==> src/rtl/oled_text_scheduler.sv <==
// Purpose: renders one line of up to MAX_GLYPHS glyphs as an OLED byte stream (page/column commands + glyph columns).
// Latency: busy the cycle after start; 3 command bytes per row, then one data byte every 3 cycles at best.
// Backpressure: every byte is held on out_valid/out_dc/out_byte until out_valid&out_ready; no internal buffering.
//
// Ports:
//   sys_clk, rst            clock, synchronous active-high reset
//   start, start_page,
//   start_col, glyph_cnt    line request (latched when idle)
//   glyph_idx / glyph_code  slot fetched from the host / its code (combinational reply)
//   font_sel, font_row,
//   index / font_data       glyph ROM address / registered ROM byte (1-cycle latency)
//   out_valid, out_dc,
//   out_byte / out_ready    byte stream to the OLED transmitter
//   busy, done              line in progress / one-cycle completion pulse
module oled_text_scheduler #(
  parameter int          MAX_GLYPHS = 16,
  parameter logic [63:0] WIDE_MASK  = 64'h0000_0000_0000_0BF0,
  parameter int          MAX_CODE   = 14
) (
  input  logic                          sys_clk,
  input  logic                          rst,
  input  logic                          start,
  input  logic [2:0]                    start_page,
  input  logic [6:0]                    start_col,
  input  logic [4:0]                    glyph_cnt,
  output logic [$clog2(MAX_GLYPHS)-1:0] glyph_idx,
  input  logic [5:0]                    glyph_code,
  output logic [5:0]                    font_sel,
  output logic                          font_row,
  output logic [8:0]                    index,
  input  logic [7:0]                    font_data,
  output logic                          out_valid,
  output logic                          out_dc,
  output logic [7:0]                    out_byte,
  input  logic                          out_ready,
  output logic                          busy,
  output logic                          done
);

  localparam int IDX_W = $clog2(MAX_GLYPHS);
  localparam logic [IDX_W-1:0] IDX_ONE = {{(IDX_W-1){1'b0}}, 1'b1};

  typedef enum logic [2:0] {
    S_IDLE,
    S_CMD,
    S_ADDR,
    S_WAIT,
    S_SEND,
    S_FINISH
  } state_t;

  state_t           state;
  logic [2:0]       page_q;
  logic [6:0]       col0_q;
  logic [6:0]       col_q;
  logic [4:0]       cnt_q;
  logic             row_q;
  logic [3:0]       cig_q;      // column within the current glyph
  logic [1:0]       cmd_cnt;
  logic [5:0]       code_q;
  logic             wide_q;
  logic [IDX_W-1:0] glyph_idx_q;
  logic             out_valid_q;
  logic             out_dc_q;
  logic [7:0]       out_byte_q;
  logic             busy_q;
  logic             done_q;

  logic             glyph_end;
  logic             last_glyph;
  logic             row_end;

  // Command byte encodings for the SSD1306-style address set.
  function automatic logic [7:0] page_cmd(input logic [2:0] p);
    return {5'b10110, p};
  endfunction

  function automatic logic [7:0] col_lo_cmd(input logic [6:0] c);
    return {4'h0, c[3:0]};
  endfunction

  function automatic logic [7:0] col_hi_cmd(input logic [6:0] c);
    return {5'b00010, c[6:4]};
  endfunction

  // The ROM must see the host's code during the ADDR cycle itself so its
  // registered byte is ready for capture at the end of WAIT; outside ADDR the
  // address holds the code of the glyph being sent.
  assign font_sel  = (state == S_ADDR) ? glyph_code : code_q;
  assign font_row  = row_q;
  assign index     = {5'd0, cig_q};
  assign glyph_idx = glyph_idx_q;
  assign out_valid = out_valid_q;
  assign out_dc    = out_dc_q;
  assign out_byte  = out_byte_q;
  assign busy      = busy_q;
  assign done      = done_q;

  assign glyph_end  = wide_q ? (cig_q == 4'd15) : (cig_q == 4'd7);
  assign last_glyph = ((5'(glyph_idx_q) + 5'd1) == cnt_q);
  // Column 127 clips the row: no wrap back to column 0.
  assign row_end    = (col_q == 7'd127) || (glyph_end && last_glyph);

  always_ff @(posedge sys_clk) begin
    if (rst) begin
      state       <= S_IDLE;
      page_q      <= '0;
      col0_q      <= '0;
      col_q       <= '0;
      cnt_q       <= '0;
      row_q       <= 1'b0;
      cig_q       <= '0;
      cmd_cnt     <= '0;
      code_q      <= '0;
      wide_q      <= 1'b0;
      glyph_idx_q <= '0;
      out_valid_q <= 1'b0;
      out_dc_q    <= 1'b0;
      out_byte_q  <= '0;
      busy_q      <= 1'b0;
      done_q      <= 1'b0;
    end else begin
      done_q <= 1'b0;
      case (state)
        S_IDLE: begin
          // done_q marks the completion cycle; a start there is dropped.
          if (start && !done_q) begin
            page_q      <= start_page;
            col0_q      <= start_col;
            col_q       <= start_col;
            cnt_q       <= (glyph_cnt > 5'(MAX_GLYPHS)) ? 5'(MAX_GLYPHS) : glyph_cnt;
            row_q       <= 1'b0;
            cig_q       <= '0;
            cmd_cnt     <= '0;
            glyph_idx_q <= '0;
            busy_q      <= 1'b1;
            if (glyph_cnt == 5'd0) begin
              state <= S_FINISH;
            end else begin
              out_valid_q <= 1'b1;
              out_dc_q    <= 1'b0;
              out_byte_q  <= page_cmd(start_page);
              state       <= S_CMD;
            end
          end
        end

        // out_valid is high for the whole of CMD; one byte per accepted cycle.
        S_CMD: begin
          if (out_ready) begin
            case (cmd_cnt)
              2'd0: begin
                out_byte_q <= col_lo_cmd(col0_q);
                cmd_cnt    <= 2'd1;
              end
              2'd1: begin
                out_byte_q <= col_hi_cmd(col0_q);
                cmd_cnt    <= 2'd2;
              end
              default: begin
                out_valid_q <= 1'b0;
                state       <= S_ADDR;
              end
            endcase
          end
        end

        S_ADDR: begin
          code_q <= glyph_code;
          wide_q <= WIDE_MASK[glyph_code];
          state  <= S_WAIT;
        end

        // font_data now reflects the address driven in ADDR.
        S_WAIT: begin
          out_byte_q  <= (code_q > 6'(MAX_CODE)) ? 8'h00 : font_data;
          out_dc_q    <= 1'b1;
          out_valid_q <= 1'b1;
          state       <= S_SEND;
        end

        S_SEND: begin
          if (out_ready) begin
            out_valid_q <= 1'b0;
            col_q       <= col_q + 7'd1;
            if (row_end) begin
              if (!row_q) begin
                // Second half-row restarts at the first glyph and column,
                // one page lower (page 7 wraps to 0).
                row_q       <= 1'b1;
                glyph_idx_q <= '0;
                cig_q       <= '0;
                col_q       <= col0_q;
                cmd_cnt     <= '0;
                out_valid_q <= 1'b1;
                out_dc_q    <= 1'b0;
                out_byte_q  <= page_cmd(page_q + 3'd1);
                state       <= S_CMD;
              end else begin
                state <= S_FINISH;
              end
            end else begin
              if (glyph_end) begin
                glyph_idx_q <= glyph_idx_q + IDX_ONE;
                cig_q       <= '0;
              end else begin
                cig_q <= cig_q + 4'd1;
              end
              state <= S_ADDR;
            end
          end
        end

        S_FINISH: begin
          busy_q <= 1'b0;
          done_q <= 1'b1;
          state  <= S_IDLE;
        end

        default: state <= S_IDLE;
      endcase
    end
  end

endmodule

==> config.mk <==
export PLATFORM = sky130hd
export DESIGN_NAME = oled_text_scheduler
export DESIGN_NICKNAME = d
export VERILOG_FILES = /design/src/rtl/oled_text_scheduler.sv
export SDC_FILE = /design/constraint.sdc
export NUM_CORES = 1
export LEC_CHECK = 0
export CAP_MARGIN = 20
export CORE_MARGIN = 2
export CORE_UTILIZATION = 55
export DETAILED_ROUTE_END_ITERATION = 10
export PLACE_DENSITY_LB_ADDON = 0.2
export SLEW_MARGIN = 20
export SYNTH_ARGS = -nofsm -noshare
export SYNTH_HDL_FRONTEND = slang
export SYNTH_SLANG_ARGS = --single-unit
==> constraint.sdc <==
create_clock -name sys_clk -period 5.4 [get_ports sys_clk]
set_input_delay 0.81 -clock sys_clk [delete_from_list [all_inputs] [get_ports sys_clk]]
set_output_delay 0.81 -clock sys_clk [all_outputs]
set_load 0.01 [all_outputs]
Word level (Yosys, flattened, before mapping)
Memory sizes are Yosys's and may differ from the RTL's. A register that Yosys moved wholly into a read port is not among the register bits.
Cells that the tools add are included.

storage, ports and cells
  flip-flop bits (word level) = 54
  latch bits = 0
  memory bits (writable) = 0
  bits in read-only memories = 64
  output and inout port bits = 32
  logic and storage cells = 130
  memories = 1

memories
  memory           words  bits a word  rd ports  clocked after memory_dff  wr ports  RTL line  source
  (no name shown)  64     1            1         1                         0         170       wide_q <= WIDE_MASK[glyph_code];

cells by class
  add/sub/neg operators = 5
  multiply operators = 0
  div/mod/pow operators = 0
  order comparisons = 2
  equal/unequal tests = 20
  shifts and indexed selects = 0
  muxes and demuxes = 63
  bitwise logic cells = 0
  reductions and logical operators = 24

operator list
  operator                                                       count
  2-to-1 mux 8 bit                                               7
  2-to-1 mux 4 bit                                               8
  one-hot mux 8 bit (4 select lines)                             1
  2-to-1 mux 7 bit                                               4
  2-to-1 mux 3 bit                                               7
  2-to-1 mux 1 bit                                               18
  one-hot mux 4 bit (2 select lines)                             2
  one-hot mux 8 bit (2 select lines)                             1
  one-hot mux 3 bit (5 select lines)                             1
  inequality test 2 bit, second input constant                   7
  one-hot mux 7 bit (2 select lines)                             1
  AND reduction 4 bit                                            3
  AND reduction 6 bit                                            2
  2-to-1 mux 2 bit                                               5
  inequality test 3 bit, second input constant                   3
  adder 4 x 1 -> 4 bit, second input constant                    2
  AND reduction 8 bit                                            1
  adder 7 x 1 -> 7 bit, second input constant                    1
  equality test 7 bit, second input constant                     1
  AND reduction 7 bit                                            1
  equality test 3 x 2 -> 1 bit, second input constant            2
  equality test 3 bit, second input constant                     2
  greater-than comparator 6 x 4 -> 1 bit, second input constant  1
  2-to-1 mux 6 bit                                               1
  27 further kinds                                               32

Longest topological paths before layout
  depth after elaboration = 7
  mapped depth = 9

Worst setup path after synthesis
OpenSTA, ideal clock, no wires.

  path type = input-to-reg
  start = input start
  end = register cig_q[3]
  library setup time = 70 ps
  data arrival time = 2349 ps
  path slack = 2981 ps
  stages on the path = 6
  path buffers = 1
  cells stage by stage = or3b_4 -> a21o_1 -> or2_1 -> buf_6 -> or4_1 -> a21oi_1

on the way
  longest elaborated chain between the ends = 3

RTL lines
  element                                 RTL line  source
  start, declared                         22        input logic start,
  logical AND 1 bit                       127       if (start && !done_q) begin
  inequality test 2 bit (no source line)  -
  AND reduction 4 bit (no source line)    -
  end signal, assigned                    207       cig_q <= cig_q + 4'd1;
  end, declared                           58        logic [3:0] cig_q;

Every way passes these cells.
A chain may end at the register's enable or synchronous reset.

Final worst setup path
  start = register state[1]
  end = output font_sel[1]

on the way
  longest elaborated chain between the ends = 2

RTL lines
  element                       RTL line  source
  start, declared               52        state_t state;
  start signal, assigned        106       state <= S_IDLE;
  start signal, assigned        138       state <= S_FINISH;
  start signal, assigned        143       state <= S_CMD;
  equality test 3 x 2 -> 1 bit  89        assign font_sel = (state == S_ADDR) ? glyph_code : code_q;
  2-to-1 mux 6 bit              -
  end, declared                 28        output logic [5:0] font_sel,

Every way passes these cells.

==> impl_metrics.yaml <==
die:
  die_area_um2: 6250
  initial_utilization_pct: 56.6
  rows: 27
  fp.dieH_um: 79.1
  fp.coreArea_um2: 5470
  ios: 65
  die_w_um: 79.1
synthesis:
  yosysSeqAreaShare_pct: 35.5
  ys_seq_elements: 55
  synthCells: 385
  yosys.cell_types.count: 68
  synth_area_um2: 3100
  yosysWarnings: 0
  async_reset_ff_share_pct: 0
  synth_edf_count: 0
  synth_flop_cell: "dfxtp_1"
  avgSynthCellArea_um2: 8.05
sta:
  finalSetupTns_ns: 0
  hold_violations: 0
  fmax_ghz: 0.291
  slew_headroom_pct: 46.4
  worstMarginPinSlew_ns: 0.792
  setup-violations-final: 0
  min_period_ns: 3.44
  fin_crit_sh_pct: 63.6
  rsz0062_at_grt: "false"
  fin_ws_ns: 1.96
  skew_ns: 0.00807
  finalMaxSlewViolations: 0
clock_network:
  cts_buffers: 5
  clock_path_buffers: 2
  clkTransAtPathRegs_ns: 0.09
  clock_latency_ns: 0.30
  ctsHtreeMaxLevel: 2
  ctsResizeCount: 0
  clockRootBuffer: "clkbuf_8"
  cts_sinks: 55
  hold_buffers: 0
  post_cts_buffers: 0
  cts_tree: "built"
final_layout:
  final_common_cell: "clkdlybuf4s50_1"
  area_growth_pct: 20.4
  drive_above_1_share_pct: 6.10
  layout_common_cells: "clkdlybuf4s50_1, dfxtp_1, nand2_1, a21oi_1, nor2_1"
  num-nets-final: 464
  diodes: 0
routing:
  top_layer: "met4"
  wl_met1_um: 3480
  firstDrtPassIters: 6
  dr_total_vias: 3052
  wl_met2_um: 3780
  finalWirelength_um: 7800
  vias_per_cell: 6.13
  met3WireLength_um: 395
  drc_errors: 0
  wl_per_cell_um: 15.7
  ant_nets: 0
  first_iter_violations: 306
grt:
  gr-total-overflow: 0
  grt_pass1_vias: 2749
  antenna_found_initial: 0
  grt_max_degree: 43
  grt_pass1_wl_um: 12900
  grtUsageTotal_pct: 25.7
power_and_ir_drop:
  p_sw_share_pct: 41.6
  pwr-share-seq_pct: 40.0
  p_int_uw: 901
  power_switching_uw: 643
  power.share.combinational_pct: 46.4
  pwr_density_cell_nw_per_um2: 414
  vdd_ir_drop_max_v: 0.000204
  p_leak_uw: 0.00133
  pwr-share-clk_pct: 13.7
critical_path:
  worstSetupStartpointType: "register"
  r2r_slack_ns: 2.66
  cpMaxStageDelayCell: "dfxtp_1"
  path_cells: "nor3b_2 > mux2_2 > clkdlybuf4s50_1"
  crit_path_end_kind: "output port"
  crit_type: "reg -> out"
  r2r_start: "glyph_idx[0]"
  cp.arrival_ns: 2.63
  cpPeakStageDelay_ns: 0.82
  reg2reg_depth: 7
  cp_max_fo: 25
  crit_required_ns: 4.59
  rr_endpoint: "out_byte[0]"
place:
  place_hpwl_um: 5700
  gp_congestion: 0.948
  place_ws_ns: 2.04
  portBuffers: 59
outcome:
  outcome: "finished, final reports clean"
worst_hold_path:
  whs_path_depth: 2
  min_from: "out_byte[1]"
  min_to: "out_byte[1]"
  hold_class: "reg -> reg"
run:
  cap_violations: 0
worst max path at each step:
| stage | startpoint | end |
|---|---|---|
| 6_report | state[1] | font_sel[1] |
| 5_1_grt | state[1] | font_sel[4] |
| 4_1_cts | state[1] | font_sel[1] |
| 3_5_place_dp | start | cnt_q[2] |
| 3_3_place_gp | start | cnt_q[2] |
| 2_1_floorplan | start | cig_q[3] |
metal layers:
metal	up-vias	track usage, %
li1	1480	-
met1	1446	34.2
met4	0	6.55
met3	17	4.20
met2	109	43.5
met5	-	0
final cells by class:
cell class / instances / area [um^2]
Multi-Input combinational cell: 296 / 1830
Clock buffer: 6 / 72.6
Inverter: 8 / 30.0
Fill cell: 486 / 1740
Sequential cell: 55 / 1100
Timing Repair Buffer: 61 / 606
Tap cell: 72 / 90.1
Yosys cell counts, types with 4 or more instances:
| library cell | instances | share of area [%] |
|---|---|---|
| nand3_1 | 8 | 1.3 |
| inv_1 | 8 | 0.97 |
| nand2_1 | 46 | 5.6 |
| dfxtp_1 | 55 | 36 |
| a22oi_1 | 5 | 1.2 |
| mux2_2 | 7 | 2.5 |
| o21ai_0 | 22 | 3.6 |
| nand4_1 | 8 | 1.6 |
| xnor2_1 | 9 | 2.5 |
| nor3b_1 | 5 | 1.2 |
| buf_4 | 5 | 1.2 |
| nor2_1 | 24 | 2.9 |
| mux2i_1 | 5 | 1.6 |
| nor2b_1 | 4 | 0.81 |
| o31ai_1 | 4 | 0.97 |
| a211oi_1 | 7 | 1.7 |
| clkbuf_1 | 18 | 2.2 |
| ha_1 | 4 | 1.6 |
| nor3_1 | 10 | 1.6 |
| and2_1 | 7 | 1.4 |
| a21oi_1 | 45 | 7.3 |
| nand2b_1 | 4 | 0.81 |
| nor4_1 | 4 | 0.81 |
power by group through the flow:
stage          Sequential, uW  Clock (uW)  Combinational, uW
6_report                  617         211                716
5_1_grt                   632         232                798
4_1_cts                   615         216                712
3_5_place_dp              623           0                710
3_3_place_gp              620           0                696
2_1_floorplan             574           0                549
kinds of logic after synthesis:
family	after synthesis	share of synthesized area, %
other	1	0.121
adders and majority gates	4	1.62
AOI/OAI and AO/OA	121	25.6
DFF	55	35.5
and+or+nand+nor	143	24.0
muxes	12	4.16
buffers and inverters	38	5.82
xor gates and xnor gates	11	3.11
registers in the layout (all words and copies together) (netlist names):
register	flops
out_valid	1
busy	1
code_q	6
glyph_idx	4
page_q	3
cig_q	4
cmd_cnt	2
col_q	7
cnt_q	5
col0_q	7
wide_q	1
out_byte	8
done	1
state	3
font_row	1
out_dc	1
critical path, delay by kind of cell, from the launching register on:
| family | cells | cell delay [ns] |
|---|---|---|
| buffers and inverters | 1 | 0.48 |
| muxes | 1 | 0.41 |
| DFF | 1 | 0.82 |
| and+or+nand+nor | 1 | 0.61 |
through the flow:
| stage | hold slack (ns) | cell area [um^2] | power, uW | instances | util, % |
|---|---|---|---|---|---|
| after global routing | 0.494 | 3730 | 1660 | 498 | 68.2 |
| after floorplan | 0.440 | 3110 | 1120 | 389 | - |
| after detailed placement | 0.454 | 3660 | 1330 | 492 | 66.8 |
| after global placement | 0.448 | 3660 | 1320 | 492 | 66.8 |
| final | 0.464 | 3730 | 1540 | 498 | 68.2 |
| after CTS | 0.468 | 3730 | 1540 | 498 | 68.2 |
(Power assumes the default switching activity.)
==> RTL change 1: new RTL, same settings <==
`MAX_GLYPHS`: 16 -> 8.
--- a/src/rtl/oled_text_scheduler.sv
+++ b/src/rtl/oled_text_scheduler.sv
@@ -13,7 +13,7 @@
 //   out_byte / out_ready    byte stream to the OLED transmitter
 //   busy, done              line in progress / one-cycle completion pulse
 module oled_text_scheduler #(
-  parameter int          MAX_GLYPHS = 16,
+  parameter int          MAX_GLYPHS = 8,
   parameter logic [63:0] WIDE_MASK  = 64'h0000_0000_0000_0BF0,
   parameter int          MAX_CODE   = 14
 ) (
Interface: changed (resized glyph_idx); port bits go from 65 to 64. No check against the original RTL was run, so the function may have changed too.
==> RTL change 1 against the unedited design <==
  * Final area down 3.2%
  * Non-clock buffer count decreased by 1
  * Routed wire length is 1.1% lower
  * Worst hold slack better by 0.0053 ns
  * Area after synthesis fell by 5.6%
  * Register-to-register slack lost 0.11 ns
  * Sequential cell count down 1
  * Maximum frequency down 0.42%
  * First-iteration DRC count shrank 31%
  * Largest cell class unchanged
  * Critical path type unchanged
  * Worst setup slack got worse by 0.015 ns
  * Sequential share of layout area increased by 0.43 points
Power is not compared: it rests on default switching activity, and its combinational part moved more than twofold at a synthesized area within 25%.
==> RTL change 1: results (changes against the unedited design) <==
Yosys cell types 58 (-15%); Clock Skew 0.009892 ns (+0.001821 ns); Placed Area 0.003495 mm² (-4.5%); DRT Pass-1 Iters 5 (-1); post-synthesis sequential area ratio 0.3695 (+0.01413); Arr. time, crit path 2.64 ns (about the same); DR WL met3 640 µm (+62%); Starting DRT DRC Count 210 (-31%); IO Port Bufs 58 (-1.7%); status finished, final reports clean; Area contributors post-synth dfxtp_1, a21oi_1, nand2_1; fin cells 480 (-3.6%); per-cell routed wire length 16.07 µm (+2.6%); global-route wire length before repair 12860 µm (-0.37%); vias in the first global route 2691 (-2.1%); met2 usage 0.4333 (-0.001412); GPL Wtd Cong 0.9180 (-3.2%); vias per cell 5.981 (-2.4%); layout cells sized above 1 0.07805 (+0.01702); largest net degree at the start of global routing 59 (+37%); detailed-routed wire length on met2 3611 µm (-4.3%); syn avg cell area 8.081 µm² (+0.43%); worst-path maximum fanout 14 (-44%); grt met3 use 0.03529 (-0.006751); Post-Place Cells 472 (-4.1%); post-place setup slack 2.199 ns (+0.1593 ns); max_slew headroom 0.2746 (-0.1897); GRT Total Usage 0.2668 (+0.009720); Final HPWL DP 5505 µm (-3.4%); Top Family by Delay on Critical Path buffers and inverters; met1 usage 0.3670 (+0.02511)
[RTL change 1: cell count changes after synthesis, moves of 5 or more]
| cell | unedited run | this run |
|---|---|---|
| a21oi_1 | 45 | 38 |
| inv_1 | 8 | 13 |
| nor2_1 | 24 | 36 |
| nor2b_1 | 4 | 10 |
| o21ai_0 | 22 | 14 |
| o32ai_1 | 0 | 5 |
| xnor2_1 | 9 | 4 |
[RTL change 1: worst paths after layout]
path	start	to	slack [ns]
min reg2reg	page_q[1]$_SDFFE_PP0P_	page_q[1]$_SDFFE_PP0P_	0.47
max	state[1]$_SDFFE_PP0P_	font_sel[5]	1.95
max reg2reg	state[2]$_SDFFE_PP0P_	out_byte[1]$_SDFFE_PP0P_	2.55
min	page_q[1]$_SDFFE_PP0P_	page_q[1]$_SDFFE_PP0P_	0.47
[RTL change 1: kinds of logic (layout without fill, tap and decap cells)]
group                    after synthesis  count (layout)  share of synthesized area
buffers and inverters                 37              81                    0.05902
flip-flops                            54              54                     0.3695
AND/OR/NAND/NOR                      141             141                     0.2408
multiplexers                          13              13                    0.04833
adder cells (fa/ha/maj)                4               4                    0.01711
AO/OA/AOI/OAI                        102             102                     0.2340
other                                  1               5                   0.001282
XOR/XNOR                              10              10                    0.02994
[RTL change 1: power by group through the flow]
stage / combinational [mW] / sequential [mW] / clock [mW]
2_1_floorplan: 0.142 / 0.457 / 0
3_3_place_gp: 0.212 / 0.463 / 0
3_5_place_dp: 0.216 / 0.464 / 0
4_1_cts: 0.217 / 0.455 / 0.285
5_1_grt: 0.241 / 0.460 / 0.296
6_report: 0.219 / 0.456 / 0.277
[RTL change 1: cell type report]
cell class	instances	area, µm²
multi-input cells	275	1687
fillers	448	1496
flip-flops and latches	54	1081
repair buffers	60	593.1
well taps	70	87.58
clock buffers	5	68.82
inverters	13	48.80
clock inverters	3	45.04
==> RTL change 2: new RTL, same flow settings <==
Made on the original files. Make the reset (`rst`) asynchronous in one clocked block. Comments in the files are not updated.
--- a/src/rtl/oled_text_scheduler.sv
+++ b/src/rtl/oled_text_scheduler.sv
@@ -101,7 +101,7 @@
   // Column 127 clips the row: no wrap back to column 0.
   assign row_end    = (col_q == 7'd127) || (glyph_end && last_glyph);
 
-  always_ff @(posedge sys_clk) begin
+  always_ff @(posedge sys_clk or posedge rst) begin
     if (rst) begin
       state       <= S_IDLE;
       page_q      <= '0;
Behaviour: differs if rst is asserted again (counterexample within 4 cycles, from zero or initial values and one cycle with rst high); with rst held inactive, the same outputs for 10 cycles.
==> RTL change 2 against the unedited design <==
  * Critical path depth stayed put
  * Routed wire length is 5.5% lower
  * Area after synthesis is 2.5% higher
  * Worst setup slack better by 0.27 ns
  * Sequential cell count stayed put
  * Total power is 22% higher
  * Final area is 2.0% higher
  * Critical path type unchanged
  * Largest power group unchanged
==> RTL change 2: results (changes against the unedited design) <==
status finished, final reports clean; Max VDD drop 0.3143 mV (+54%); post-synthesis sequential area ratio 0.4332 (+0.07783); Yosys cell types 58 (-15%); Starting DRT DRC Count 187 (-39%); max_slew headroom 0.4579 (-0.006447); cells on worst reg2reg path 6 (-1); Async SR Flop Fraction 1.000 (+1.000); synth cell count leaders nand2_1, dfrtp_1, o21ai_0; RR Startpoint state[2]$_DFFE_PP0P_; Final HPWL DP 5234 µm (-8.1%); worst-path maximum fanout 23 (-8.0%); number of fill cells 474 (-2.5%); P_int 1.130 mW (+25%); worst setup path startpoint state[1]$_DFFE_PP0P_; largest net degree at the start of global routing 56 (+30%); Storage cell area 0.001376 mm² (+25%); LEAKAGE 1.616 nW (+21%); Area Growth Syn to Fin 19.85%; layout cells sized above 1 0.06801 (+0.006977); Slowest-stage cell, CP dfrtp_1; Clock Skew 0.006284 ns (-0.001787 ns); WL final 7370 µm (-5.5%); GPL Wtd Cong 0.8652 (-8.7%); R2R Setup Slk 2.57 ns (-0.09 ns); vias per cell 5.846 (-4.6%); Nets 435 (-6.3%); Most used DFF post-synth dfrtp_1; global-route wire length before repair 12830 µm (-0.58%); Final Core Density 0.6872 (+0.005462)
[RTL change 2: cell types whose count changed in the layout (fill, tap and decap cells not counted), moves of 5 or more]
cell / unedited run / this run
a211oi_1: 7 / 2
a21oi_1: 45 / 14
and2_1: 7 / 0
dfrtp_1: 0 / 55
dfxtp_1: 55 / 0
nand2_1: 46 / 67
nand3_1: 8 / 13
nor3b_1: 5 / 0
o211ai_1: 1 / 8
o21ai_0: 22 / 28
[RTL change 2: logic make-up after synthesis]
logic type,Yosys count,synth area share
DFF,55,0.4332
buffers and inverters,30,0.05356
adders and majority gates,4,0.01575
xor gates and xnor gates,12,0.03309
other,1,0.001180
and+or+nand+nor,146,0.2241
AOI/OAI and AO/OA,87,0.1843
muxes,16,0.05475
[RTL change 2: final cells by class]
class,count,area share
Timing Repair Buffer,60,0.1571
Clock buffer,6,0.01906
Sequential cell,55,0.3615
Tap cell,72,0.02366
Inverter,6,0.005915
Multi-Input combinational cell,270,0.4328
[RTL change 2: how the worst min path moves through the flow]
| stage | endpoint | from | depth (start not counted) |
|---|---|---|---|
| detailed placement | page_q[1]$_DFFE_PP0P_ | page_q[1]$_DFFE_PP0P_ | 2 |
| global placement | page_q[1]$_DFFE_PP0P_ | page_q[1]$_DFFE_PP0P_ | 2 |
| floorplan | page_q[1]$_DFFE_PP0P_ | page_q[1]$_DFFE_PP0P_ | 2 |
| global route | code_q[3]$_DFF_PP0_ | code_q[3]$_DFF_PP0_ | 1 |
| finish | page_q[1]$_DFFE_PP0P_ | page_q[1]$_DFFE_PP0P_ | 2 |
| CTS | page_q[1]$_DFFE_PP0P_ | page_q[1]$_DFFE_PP0P_ | 2 |
[RTL change 2: power groups by stage]
stage / logic, mW / clock network [mW] / registers, mW
after floorplan: 0.650 / 0 / 0.722
after global placement: 0.875 / 0 / 0.775
after detailed placement: 0.902 / 0 / 0.779
after CTS: 0.906 / 0.218 / 0.773
after global routing: 1.02 / 0.234 / 0.804
final: 0.899 / 0.212 / 0.776
[RTL change 2: routing by layer]
metal / vias to the layer above / GRT usage / wire (µm)
li1: 1342 / - / -
met4: 0 / 0.04576 / 46
met1: 1325 / 0.3402 / 3408
met5: - / 0 / 0
met3: 4 / 0.05090 / 317
met2: 71 / 0.4242 / 3597
[RTL change 2: worst max-delay path, delay by kind of cell (launching register included)]
family	cells	cell delay, ns
flip-flops	1	0.80
AO/OA/AOI/OAI	1	0.30
buffers and inverters	1	0.58
AND/OR/NAND/NOR	1	0.38
[RTL change 2: metrics by stage]
step / setup slack, ns / hold WS, ns / instances
floorplan: 3.011 / 0.4497 / 355
global placement: 2.066 / 0.4700 / 463
detailed placement: 2.014 / 0.4792 / 463
CTS: 2.230 / 0.5012 / 469
global route: 2.048 / 0.5381 / 469
finish: 2.235 / 0.4993 / 469
